### config.mk
export PLATFORM = sky130hd
export DESIGN_NAME = immediate_encoder
export DESIGN_NICKNAME = d
export VERILOG_FILES = /design/src/rtl/immediate_encoder_pkg.sv /design/src/rtl/immediate_encoder_rotate_left_even.sv /design/src/rtl/immediate_encoder.sv
export SDC_FILE = /design/constraint.sdc
export NUM_CORES = 1
export LEC_CHECK = 0
export ABC_AREA = 1
export BUFFER_PORTS_ARGS = -buffer_cell sky130_fd_sc_hd__buf_2
export CELL_PAD_IN_SITES_DETAIL_PLACEMENT = 1
export CELL_PAD_IN_SITES_GLOBAL_PLACEMENT = 2
export CORE_AREA = 3 3 143 104
export DETAILED_ROUTE_END_ITERATION = 7
export DIE_AREA = 0 0 146 107
export GPL_TIMING_DRIVEN = 0
export PLACE_DENSITY = 0.82
export SKIP_LAST_GASP = 1
export SYNTH_ARGS = -nofsm -noshare
export SYNTH_HDL_FRONTEND = slang
export SYNTH_HIERARCHICAL = 1
export SYNTH_SLANG_ARGS = --single-unit
### constraint.sdc
create_clock -name clk -period 5.43 [get_ports clk]
set_input_delay 0.2715 -clock clk [delete_from_list [all_inputs] [get_ports clk]]
set_output_delay 0.2715 -clock clk [all_outputs]
set_load 0.02 [all_outputs]
### src/rtl/immediate_encoder_pkg.sv
// Shared constants, state encoding and helpers for the rotated-immediate encoder.
package immediate_encoder_pkg;

  localparam int REGISTER_LEN = 32;
  localparam int IMM_WIDTH    = 8;
  localparam int ROT_WIDTH    = 4;
  localparam int SHIFT_OP_W   = ROT_WIDTH + IMM_WIDTH;

  typedef enum logic [1:0] {
    IMM_ENC_IDLE   = 2'd0,
    IMM_ENC_SEARCH = 2'd1,
    IMM_ENC_DONE   = 2'd2
  } enc_state_t;

  // True when a rotated candidate fits entirely in the imm8 field.
  function automatic logic fits_imm(input logic [REGISTER_LEN-1:0] cand);
    return cand[REGISTER_LEN-1:IMM_WIDTH] == '0;
  endfunction

endpackage

### src/rtl/immediate_encoder_rotate_left_even.sv
// Combinational rotate-left by an even amount (2*rot), rotation wraps modulo 32.
module rotate_left_even
  import immediate_encoder_pkg::*;
(
  input  logic [REGISTER_LEN-1:0] data,
  input  logic [ROT_WIDTH-1:0]    rot,
  output logic [REGISTER_LEN-1:0] result
);

  logic [4:0] amt;
  logic [5:0] back_amt;

  // 2*rot in 5 bits; a zero amount leaves the right-shift term at a full 32-bit shift, i.e. zero.
  always_comb begin
    amt      = {rot, 1'b0};
    back_amt = 6'd32 - {1'b0, amt};
    result   = (data << amt) | (data >> back_amt);
  end

endmodule

### src/rtl/immediate_encoder.sv
// Iterative search for {rotate_imm, imm8} such that value == ror(imm8, 2*rotate_imm).
// Rotations are tried in ascending order so the canonical (smallest) rotate_imm wins.
module immediate_encoder
  import immediate_encoder_pkg::*;
(
  input  logic                    clk,
  input  logic                    rst,
  input  logic                    flush,
  input  logic                    in_valid,
  output logic                    in_ready,
  input  logic [REGISTER_LEN-1:0] value,
  output logic                    out_valid,
  input  logic                    out_ready,
  output logic [SHIFT_OP_W-1:0]   shift_operand,
  output logic                    encodable
);

  enc_state_t              state, state_n;
  logic [ROT_WIDTH-1:0]    rot_cnt, rot_cnt_n;
  logic [REGISTER_LEN-1:0] value_q, value_n;
  logic [SHIFT_OP_W-1:0]   shift_operand_n;
  logic                    encodable_n;
  logic                    out_valid_n;
  logic [REGISTER_LEN-1:0] cand;

  rotate_left_even u_rol (
    .data   (value_q),
    .rot    (rot_cnt),
    .result (cand)
  );

  assign in_ready = (state == IMM_ENC_IDLE);

  // State and result registers; reset forces everything back to idle immediately.
  always_ff @(posedge clk or posedge rst) begin
    if (rst) begin
      state         <= IMM_ENC_IDLE;
      rot_cnt       <= '0;
      value_q       <= '0;
      shift_operand <= '0;
      encodable     <= 1'b0;
      out_valid     <= 1'b0;
    end else begin
      state         <= state_n;
      rot_cnt       <= rot_cnt_n;
      value_q       <= value_n;
      shift_operand <= shift_operand_n;
      encodable     <= encodable_n;
      out_valid     <= out_valid_n;
    end
  end

  // Next-state and next-result logic; flush overrides every transition.
  always_comb begin
    state_n         = state;
    rot_cnt_n       = rot_cnt;
    value_n         = value_q;
    shift_operand_n = shift_operand;
    encodable_n     = encodable;
    out_valid_n     = out_valid;

    if (flush) begin
      state_n         = IMM_ENC_IDLE;
      out_valid_n     = 1'b0;
      encodable_n     = 1'b0;
      shift_operand_n = '0;
    end else begin
      unique case (state)
        IMM_ENC_IDLE: begin
          if (in_valid) begin
            value_n   = value;
            rot_cnt_n = '0;
            state_n   = IMM_ENC_SEARCH;
          end
        end
        IMM_ENC_SEARCH: begin
          if (fits_imm(cand)) begin
            shift_operand_n = {rot_cnt, cand[IMM_WIDTH-1:0]};
            encodable_n     = 1'b1;
            out_valid_n     = 1'b1;
            state_n         = IMM_ENC_DONE;
          end else if (rot_cnt == '1) begin
            shift_operand_n = '0;
            encodable_n     = 1'b0;
            out_valid_n     = 1'b1;
            state_n         = IMM_ENC_DONE;
          end else begin
            rot_cnt_n = rot_cnt + 1'b1;
          end
        end
        IMM_ENC_DONE: begin
          if (out_ready) begin
            out_valid_n = 1'b0;
            state_n     = IMM_ENC_IDLE;
          end
        end
        default: state_n = IMM_ENC_IDLE;
      endcase
    end
  end

endmodule

# ---- Word-level counts from Yosys, hierarchy flattened
# Index checks and enable logic that the tools add are counted.
dict set report word_totals {
  reg_bits 52
  elab_cells 55
}
dict set report classes {
  bitwise_logic 2
  n_mux 23
  addsub 2
  n_eq_ne 9
  reduce_logical 11
  shifts 2
}
# cell count
set ops {}
lappend ops {{2-to-1 mux 12 bit} 4}
lappend ops {{OR 32 bit} 1}
lappend ops {{<< shifter 32 x 5 -> 32 bit} 1}
lappend ops {{right shift 32 x 6 -> 32 bit} 1}
lappend ops {{zero test 24 bit} 1}
lappend ops {{2-to-1 mux 4 bit} 3}
lappend ops {{2-to-1 mux 2 bit} 5}
lappend ops {{AND reduction 3 bit} 3}
lappend ops {{2-to-1 mux 1 bit} 8}
lappend ops {{one-hot mux 4 bit (2 select lines)} 1}
lappend ops {{inequality test 2 bit, second input constant} 3}
lappend ops {{inequality test 3 bit, second input constant} 2}
lappend ops {{one-hot mux 2 bit (3 select lines)} 1}
lappend ops {{nonzero test 3 bit} 2}
lappend ops {{subtractor 6 x 5 -> 6 bit, first input constant} 1}
lappend ops {{AND reduction 5 bit} 1}
lappend ops {{adder 4 x 1 -> 4 bit, second input constant} 1}
lappend ops {{equality test 4 bit, second input constant} 1}
lappend ops {{inequality test 4 bit, second input constant} 1}
lappend ops {{nonzero test 2 bit} 2}
lappend ops {{equality test 2 x 1 -> 1 bit, second input constant} 1}
lappend ops {{equality test 2 bit, second input constant} 1}
lappend ops {{zero test 2 bit} 1}
lappend ops {{one-hot mux 1 bit (2 select lines)} 1}
lappend ops {{2 further kinds} 2}

# ---- Logic depth before layout (Yosys ltp)
# Gate-level depths: netlist of the first run.
dict set report logic_depth {
  ltp_word 7
  ltp_mapped 22
}

# ---- By module
# The synthesis of the first run kept the hierarchy.
# module area_per_inst_um2 n_inst cells_each seq_area_each_um2
set modules_own_cells {}
lappend modules_own_cells {rotate_left_even 2641.3 1 547 0.0}
lappend modules_own_cells {immediate_encoder 2225.9 1 198 1301.2}

# ---- Least setup slack after synthesis of the first run
# OpenSTA, ideal clock, no wires.
dict set report synth_path {
  path_type {register -> register}
  start {reg rot_cnt[0]}
  end {reg shift_operand[0]}
  setup_time_ns 0.118
  n_path_buf 5
  synth_period_minus_slack_ns 2.876
  arrival_time_ns 2.758
  required_ns 5.312
  path_slack_ns 2.554
  path_stages_with_launch 22
  path_cell_list {dfrtp_1 buf_6 inv_4 buf_12 buf_8 ha_1 clkinv_1 clkbuf_1 nand3_1 nand3_1 nand2_1 nand2_1 nand3_1 nor2_1 nand2_1 nor2_1 nand3_1 inv_1 nand2_1 buf_2 nand3_1 nand2_1}
}
dict set report synth_between {
  elab_chain_cells 7
  word_cells_on_any_way 11
  cone_classes {1 x add/sub; 1 x eq/ne; 2 x shift; 3 x mux; 1 x bitwise; 3 x reduce/logical}
}
# element line
set synth_rtl {}
lappend synth_rtl {{start: declaration} immediate_encoder.sv:19} ;# logic [ROT_WIDTH-1:0] rot_cnt, rot_cnt_n;
lappend synth_rtl {{start signal: assignment} immediate_encoder.sv:45} ;# rot_cnt <= rot_cnt_n;
lappend synth_rtl {{subtractor 6 x 5 -> 6 bit} immediate_encoder_rotate_left_even.sv:16} ;# back_amt = 6'd32 - {1'b0, amt};
lappend synth_rtl {{right shift 32 x 6 -> 32 bit} immediate_encoder_rotate_left_even.sv:17} ;# result = (data << amt) | (data >> back_amt);
lappend synth_rtl {{OR 32 bit (*)} immediate_encoder_rotate_left_even.sv:17}
lappend synth_rtl {{named net cand[23]} immediate_encoder.sv:24} ;# logic [REGISTER_LEN-1:0] cand;
lappend synth_rtl {{zero test 24 bit (*)} immediate_encoder_pkg.sv:17} ;# return cand[REGISTER_LEN-1:IMM_WIDTH] == '0;
lappend synth_rtl {{2-to-1 mux 12 bit} immediate_encoder.sv:77} ;# if (fits_imm(cand)) begin
lappend synth_rtl {{2-to-1 mux 12 bit} immediate_encoder.sv:68} ;# unique case (state)
lappend synth_rtl {{2-to-1 mux 12 bit} immediate_encoder.sv:62} ;# if (flush) begin
lappend synth_rtl {{end signal: assignment} immediate_encoder.sv:47} ;# shift_operand <= shift_operand_n;
lappend synth_rtl {{end: declaration} immediate_encoder.sv:14} ;# output logic [SHIFT_OP_W-1:0] shift_operand,
# Mark *: on every way through the listed nets, which the timed path passes. The rest lies on a longest branch. The select of a mux whose other input is x is not followed.
# A chain may end at the register's enable or synchronous reset.

# ---- Final worst setup path of the first run
dict set report layout_path {
  start {reg rot_cnt[1]}
  end {reg shift_operand[3]}
}
# The elaborated chain is that of the path after synthesis.

==> summary.md, run 1 <==
| Metric | Value |
|---|---|
| Status | finished clean |
| FP Rows | 36 |
| Placed Instances | 987 |
| Logic depth of the worst path, buffers included | 19 |
| Static Leak | roughly 2.8 nW |
| Sw Ratio | 57.5% |
| Syn Std Cell Area | just under 0.005 mm² |
| Crit Path Class | flop to flop |
| Main combinational cell family by area after synthesis | simple AND/OR/NAND/NOR gates |
| Post-CTS Resized | 0 |
| Int Power | 0.00141 W |
| Top-count cell post-synth | nand2_1 |
| Crit path DAT | 4.69 ns |
| Tot Pwr | 0.00332 W |
| # diodes | 0 |
| Initial antenna violation count | 2 |
| Number of max-cap violations | 0 |
| Die ar. | 0.0156 mm² |
| Worst Max-Slew Pin Slew | 0.877 ns |
| H-tree depth | 2 |
| Core area | 0.0136 mm² |
| Post-synth ARST share | 100% |
| Clk pwr share | approximately an eighth |
| Top cells by count, synth | 253 x nand2_1, 242 x nand3_1, 52 x dfrtp_1, 30 x mux2_2, 29 x nor2_1 |
| Power per cell area | 596 mW/mm² |
| Final HPWL from detailed placement | 18.3 mm |
| Fmax | 223 MHz |
| Routed Wire Length | 22.9 mm |
| Routability cong. | 0.979 |
| Initial Util | 35.7% |
| Biggest cell delay along the critical path | 0.54 ns |
| Clock transition at path regs | around 0.07 ns |
| Hold Crit Class | primary input to async pin |
| Worst vdd ir | 0.214 mV |
| Simple-gate share of the synthesized area | 57.3% |
| Cts bufs inserted | 5 |
| Synth area leader | dfrtp_1 |
| CTS Sinks | 52 |
| Post-synth EDFFs | 0 |
| Final min period | 4.49 ns |
| Max Slew Vio Count | 0 |
| TritonRoute pass-1 iters | 5 |
| Seq/Total Area, Yosys | a little over a quarter |
| Worst Hold Margin | 0.0171 ns |
| CTS Hold Bufs | 0 |
| Top cells by area, synth | dfrtp_1 27%, nand3_1 25%, nand2_1 20%, mux2_2 6.9%, nand2_4 2.5% |
| Clock latency on the worst-skew pair | 0.31 ns |
| Setup skew after layout | slightly below 0.005 ns |
| Main synth FF type | dfrtp_1 |
| Unrepaired setup endpoints after global routing | false |
| CTS Buffer Depth | 2 |
| Number of fillers in the final layout | between 1500 and 2000 |
| DP Area | 0.00538 mm² |
| Synthesis-to-layout area growth | 14.5% |
| Die outline width | between 100 and 150 µm |
| Largest net degree at the start of global routing | 30 |
| Period utilization | 82.7% |
| Vias in the first global route | 5761 |
| Grt ovf | 0 |
| DIE HEIGHT | 107 µm |
| XOR/XNOR Fraction of Synth Area | 0% |
| Final instance area | 0.00557 mm² |
| Crit start category | flop |
| Layout cell share with drive strength beyond 1 | 21.2% |
| Synth Warn # | 6 |
| Global-route wire length before repair | 35.2 mm |
| Setup tns final | 0 ns |
| WP buf/inv | 6 |
| Fin nets | 843 |
| Cell Chain, Critical Path | inv_1 > clkbuf_1 > ha_1 > clkinv_1 > clkbuf_1 > nand3_1 > nand2_1 > nand2_1 > nand3_1 > nand3_1 > nor2_1 > nand2_1 > nor2_1 > nand3_1 > inv_1 > nand2_1 > buf_2 > nand3_1 > nand2_1 |
| Slew headroom | 41.5% |
| Non-filler cells, final | 995 |
| DRC Markers | 0 |
| Post-CTS Setup Inserts | 0 |
| Area share of the largest cell type after synthesis | 26.7% |
| CP Capture Type | flop |
| Vias per cell | 5.81 |
| Logic pwr share | 69.6% |
| Endpoints failing hold | 0 |
| Yosys cell types | 31 |
| Cell family with most CP delay | buffers and inverters |
| Post-route ant nets | 0 |
| WP data required | ~5.6 ns |
| # IOs | 52 |
| Complex-gate fraction of the synthesized area | less than 1% |
| First-iteration detailed-routing DRC count | 695 |
| Crit path max-delay cell type | clkbuf_1 |
| Root Buffer Master | clkbuf_16 |
| Final setup fails | 0 |
| Crit Path Max Fanout | 10 |
| Routed length per instance | 23.0 µm |
| Syn Nets | 784 |
| Synthesized area per cell | 6.53 µm² |
| Mux cell area share after synthesis | 7.40% |
| GR Util All Layers | 29.6% |
| Vias | around 5800 |
| R2R depth | 19 |
| Psw | 0.00191 W |
| FF+latch count, synth | 52 |
| CTS tree | done |
| Number of port buffers | 51 |
| Synth Area in Adders | less than 1% |
| Synth Instances | 745 |
| Sequential Power Share | 17.4% |
## cell type report
cell class / count / area (µm²) / share of cell area (%)
tap: 190 / 238 / 4.26
clock inverter: 3 / 68.8 / 1.23
sequential: 52 / 1300 / 23.3
clock buffer: 5 / 125 / 2.24
multi-input combinational: 630 / 3200 / 57.5
inverter: 15 / 58.8 / 1.05
timing repair buffer: 52 / 275 / 4.94
buffer: 48 / 303 / 5.43
## worst paths after layout
check | startpoint | end | slack (ns)
max reg2reg | rot_cnt[1]$_DFFE_PP0P_ | shift_operand[3]$_DFFE_PP0P_ | 0.94
min reg2reg | out_valid$_DFFE_PP0P_ | out_valid$_DFFE_PP0P_ | 0.48
min in group clk | value[1] | value_q[1]$_DFFE_PP0P_ | 0.18
max in group asynchronous | rst | value_q[28]$_DFFE_PP0P_ | 4.85
max | rot_cnt[1]$_DFFE_PP0P_ | shift_operand[3]$_DFFE_PP0P_ | 0.94
min | rst | rot_cnt[0]$_DFFE_PP0P_ | 0.02
## sequential cells by signal, summed over array words and instances (netlist names)
| register | flops |
|---|---|
| encodable | 1 |
| out_valid | 1 |
| state | 2 |
| value_q | 32 |
| shift_operand | 12 |
| rot_cnt | 4 |
## power by group through the flow
stage | registers [W] | logic [W] | clock network, W
floorplan | 0.000551 | 0.00147 | 0
global placement | 0.000576 | 0.00219 | 0
detailed placement | 0.000586 | 0.00221 | 0
CTS | 0.000578 | 0.00223 | 0.000444
global route | 0.000591 | 0.00249 | 0.000456
finish | 0.000579 | 0.00231 | 0.000432
## worst register-to-register path: stages, from the launching register on
cell and delay [ns]:
dfrtp_1 0.50, inv_1 0.18, clkbuf_1 0.52, ha_1 0.40
clkinv_1 0.20, clkbuf_1 0.54, nand3_1 0.39, nand2_1 0.19
nand2_1 0.07, nand3_1 0.08, nand3_1 0.07, nor2_1 0.14
nand2_1 0.07, nor2_1 0.11, nand3_1 0.22, inv_1 0.21
nand2_1 0.14, buf_2 0.22, nand3_1 0.09, nand2_1 0.06
## placed cells by master (no fill, tap or decap), drive strengths merged
master / synthesis / routed
nand4: 19 / 19
inv: 14 / 15
nand3: 248 / 248
clkinv: 1 / 1
o21ai: 4 / 4
nand2: 282 / 282
ha: 2 / 2
clkbuf: 15 / 20
dfrtp: 52 / 52
or2: 1 / 1
nor3: 3 / 3
a21oi: 2 / 2
mux2: 32 / 32
bufinv: 0 / 2
buf: 33 / 85
nor2: 37 / 37
## logic make-up after synthesis
kind of cell / Yosys count
AOI/OAI and AO/OA: 6
adders and majority gates: 2
buffers and inverters: 63
DFF: 52
muxes: 32
and+or+nand+nor: 590
## per-layer routing
metal / wire (µm) / part of all wire (%) / track usage [%] / vias up
met4: 425 / 1.9 / 7.11 / 4
met1: 11400 / 50 / 46.4 / 2840
met2: 9030 / 39 / 41.1 / 259
met3: 2080 / 9.1 / 5.66 / 36
li1: - / - / - / 2640
met5: 21 / 0.092 / 0 / -
## per-stage QoR
stage	util, %	setup slack, ns
after global routing	40.8	0.688
after global placement	39.3	1.19
after detailed placement	39.4	1.11
final	40.8	0.937
after floorplan	-	2.55
after CTS	40.8	1.10
(Power assumes the default switching activity.)
==> run 2: changes to the inputs <==
--- a/config.mk
+++ b/config.mk
@@ -9,11 +9,11 @@
 export BUFFER_PORTS_ARGS = -buffer_cell sky130_fd_sc_hd__buf_2
 export CELL_PAD_IN_SITES_DETAIL_PLACEMENT = 1
 export CELL_PAD_IN_SITES_GLOBAL_PLACEMENT = 2
-export CORE_AREA = 3 3 143 104
+export CORE_AREA = 3 3 150 108
 export DETAILED_ROUTE_END_ITERATION = 7
-export DIE_AREA = 0 0 146 107
+export DIE_AREA = 0 0 153 111
 export GPL_TIMING_DRIVEN = 0
-export PLACE_DENSITY = 0.82
+export PLACE_DENSITY = 0.76
 export SKIP_LAST_GASP = 1
 export SYNTH_ARGS = -nofsm -noshare
 export SYNTH_HDL_FRONTEND = slang
==> constraint.sdc (replaced) <==
create_clock -name clk -period 4.6 [get_ports clk]
set_input_delay 0.23 -clock clk [delete_from_list [all_inputs] [get_ports clk]]
set_output_delay 0.23 -clock clk [all_outputs]
set_load 0.02 [all_outputs]
==> run 2 against run 1 <==
Effect of this change: the flow now finishes with violations (negative hold slack); register-to-register slack got worse by 0.54 ns; die area increased by 8.7%; clock skew increased by 0.0010 ns; worst hold slack got worse by 0.031 ns; total power increased by 16%; clock power decreased by 3%; sequential share of layout area increased by 0.16 points; critical path type unchanged; critical endpoint is now shift_operand[2]$_DFFE_PP0P_; largest power group unchanged; highest routed layer is now met4.
==> summary.md, run 2 (synthesized netlist as in run 1, its figures left out) <==
| Metric | Value |
|---|---|
| Failing checks | negative hold slack |
| Final setup fails | 0 (unchanged) |
| Final HPWL from detailed placement | 18.7 mm (was 18.3 mm) |
| Crit Path Class | flop to flop (unchanged) |
| Root Buffer Master | clkbuf_16 (unchanged) |
| Core area | 0.0148 mm² (was 0.0136 mm²) |
| Worst vdd ir | 0.204 mV (was 0.214 mV) |
| Crit Path Max Fanout | 13 (was 10) |
| TritonRoute pass-1 iters | 5 (unchanged) |
| Max Slew Vio Count | 0 (unchanged) |
| Routed Wire Length | 23.2 mm (was 22.9 mm) |
| Vias per cell | 5.78 (was 5.81) |
| CTS tree | done (unchanged) |
| Vias | 5776 (was 5779) |
| H-tree depth | 2 (unchanged) |
| Die ar. | 0.0170 mm² (was 0.0156 mm²) |
| Commonest non-fill, non-tap cell in the layout | nand2_1 (unchanged) |
| Psw | 0.00228 W (was 0.00191 W) |
| Worst Hold Margin | -0.0134 ns (was 0.0171 ns) |
| Post-CTS Setup Inserts | 0 (unchanged) |
| Global-route wire length before repair | 35.5 mm (was 35.2 mm) |
| Initial antenna violation count | 0 (was 2) |
| Status | complete, but fails checks (was finished clean) |
| Cts bufs inserted | 5 (unchanged) |
| FP Rows | 37 (was 36) |
| Number of port buffers | 51 (unchanged) |
| Period utilization | 91.3% (was 82.7%) |
| Synthesis-to-layout area growth | 13.7% (was 14.5%) |
| Post-CTS Resized | 0 (unchanged) |
| R2R setup slack | 0.40 ns (was 0.94 ns) |
| First-iteration detailed-routing DRC count | 520 (was 695) |
| Endpoints failing hold | 14 (was 0) |
| Commonest non-fill, non-tap cells in the layout | 253 x nand2_1, 242 x nand3_1, 66 x buf_2 (unchanged) |
| Fmax | 238 MHz (was 223 MHz) |
| Largest net degree at the start of global routing | 30 (unchanged) |
| WP data required | 4.80 ns (was 5.63 ns) |
| Max reg flops | 32 (unchanged) |
| DIE HEIGHT | 111 µm (was 107 µm) |
| Clock latency on the worst-skew pair | 0.31 ns (about the same) |
| Routed length per instance | 23.2 µm (was 23.0 µm) |
| # IOs | 52 (unchanged) |
| Worst Max-Slew Pin Slew | 0.743 ns (was 0.877 ns) |
| Largest regs | value_q (32), shift_operand (12), rot_cnt (4) (unchanged) |
| Die outline width | 153 µm (was 146 µm) |
| # diodes | 0 (unchanged) |
| GR Util All Layers | 27.2% (was 29.6%) |
| Clock transition at path regs | 0.08 ns (was 0.07 ns) |
| Multi-input gate area | 0.00320 mm² (unchanged) |
| Number of fillers in the final layout | 1969 (was 1821) |
| Setup tns final | 0 ns (unchanged) |
| Power per cell area | 696 mW/mm² (was 596 mW/mm²) |
| Vias in the first global route | 5675 (was 5761) |
| Final min period | 4.20 ns (was 4.49 ns) |
| Post-route ant nets | 0 (unchanged) |
| CP Capture Type | flop (unchanged) |
| Grt ovf | 0 (unchanged) |
| Number of max-cap violations | 0 (unchanged) |
| Setup skew after layout | 0.00584 ns (was 0.00485 ns) |
| Routability cong. | 1.01 (was 0.979) |
| Layout cell share with drive strength beyond 1 | 21.3% (was 21.2%) |
| CTS Buffer Depth | 2 (unchanged) |
| Sequential Power Share | 17.7% (was 17.4%) |
| Clk pwr share | 10.9% (was 13.0%) |
| Crit path DAT | 4.40 ns (was 4.69 ns) |
| Static Leak | 2.79 nW (was 2.81 nW) |
| Logic pwr share | 71.5% (was 69.6%) |
| CTS Hold Bufs | 0 (unchanged) |
| DRC Markers | 0 (unchanged) |
| Crit start category | flop (unchanged) |
| Initial Util | 33.0% (was 35.7%) |
| CTS Sinks | 52 (unchanged) |
| Register area | 0.00130 mm² (unchanged) |
| Biggest register | value_q (unchanged) |
| Unrepaired setup endpoints after global routing | false (unchanged) |
| Fin nets | 842 (was 843) |
| Hold Crit Class | primary input to async pin (unchanged) |
| Slew headroom | 50.5% (was 41.5%) |
| Sw Ratio | 59.2% (was 57.5%) |
| Int Power | 0.00157 W (was 0.00141 W) |
run 2: layout make-up:
class	count	share of cell area (%)
Buffer	47	5.40
Timing Repair Buffer	52	4.97
Clock buffer	6	2.51
Multi-Input combinational cell	630	57.9
Sequential cell	52	23.5
Tap cell	195	4.41
Clock inverter	2	0.249
Inverter	15	1.06
run 2: final timing paths:
path                                        startpoint                           end  cells after the start
worst max-delay path            rot_cnt[1]$_DFFE_PP0P_  shift_operand[2]$_DFFE_PP0P_                     18
worst min-delay path                               rst         out_valid$_DFFE_PP0P_                      2
worst max register to register  rot_cnt[1]$_DFFE_PP0P_  shift_operand[2]$_DFFE_PP0P_                     18
worst min register to register   out_valid$_DFFE_PP0P_         out_valid$_DFFE_PP0P_                      2
max in group asynchronous                          rst       value_q[31]$_DFFE_PP0P_                      3
min in group clk                              value[1]        value_q[1]$_DFFE_PP0P_                      2
run 2: worst max-delay path: stages, from the launching register on:
cell	delay, ns
dfrtp_1	0.49
inv_1	0.55
ha_1	0.39
clkinv_1	0.20
clkbuf_1	0.54
nand3_1	0.25
nand3_1	0.14
nand2_1	0.18
nand2_1	0.11
nand3_1	0.08
nor2_1	0.11
nand2_1	0.06
nor2_1	0.08
nand3_1	0.20
inv_1	0.19
nand2_1	0.13
buf_2	0.22
nand3_1	0.09
nand2_1	0.05
run 2: power groups by stage:
stage,clock network [W],logic [W],registers [W]
finish,0.000419,0.00275,0.000680
global placement,0,0.00262,0.000680
CTS,0.000433,0.00266,0.000679
floorplan,0,0.00174,0.000650
global route,0.000454,0.00296,0.000696
detailed placement,0,0.00264,0.000688
run 2: routing by layer:
metal	part of all wire, %	global-route usage (%)
met1	50	42.7
met4	0.71	3.50
met3	9.6	7.10
met2	40	37.7
met5	0	0
run 2: metrics by stage:
step	area [µm²]	instances	setup slack (ns)	power (W)	util [%]
global route	5540	999	0.131	0.00411	37.5
floorplan	4870	745	1.72	0.00239	-
global placement	5370	991	0.361	0.00330	36.3
detailed placement	5390	992	0.310	0.00333	36.5
CTS	5540	1000	0.291	0.00377	37.5
finish	5540	999	0.400	0.00385	37.5
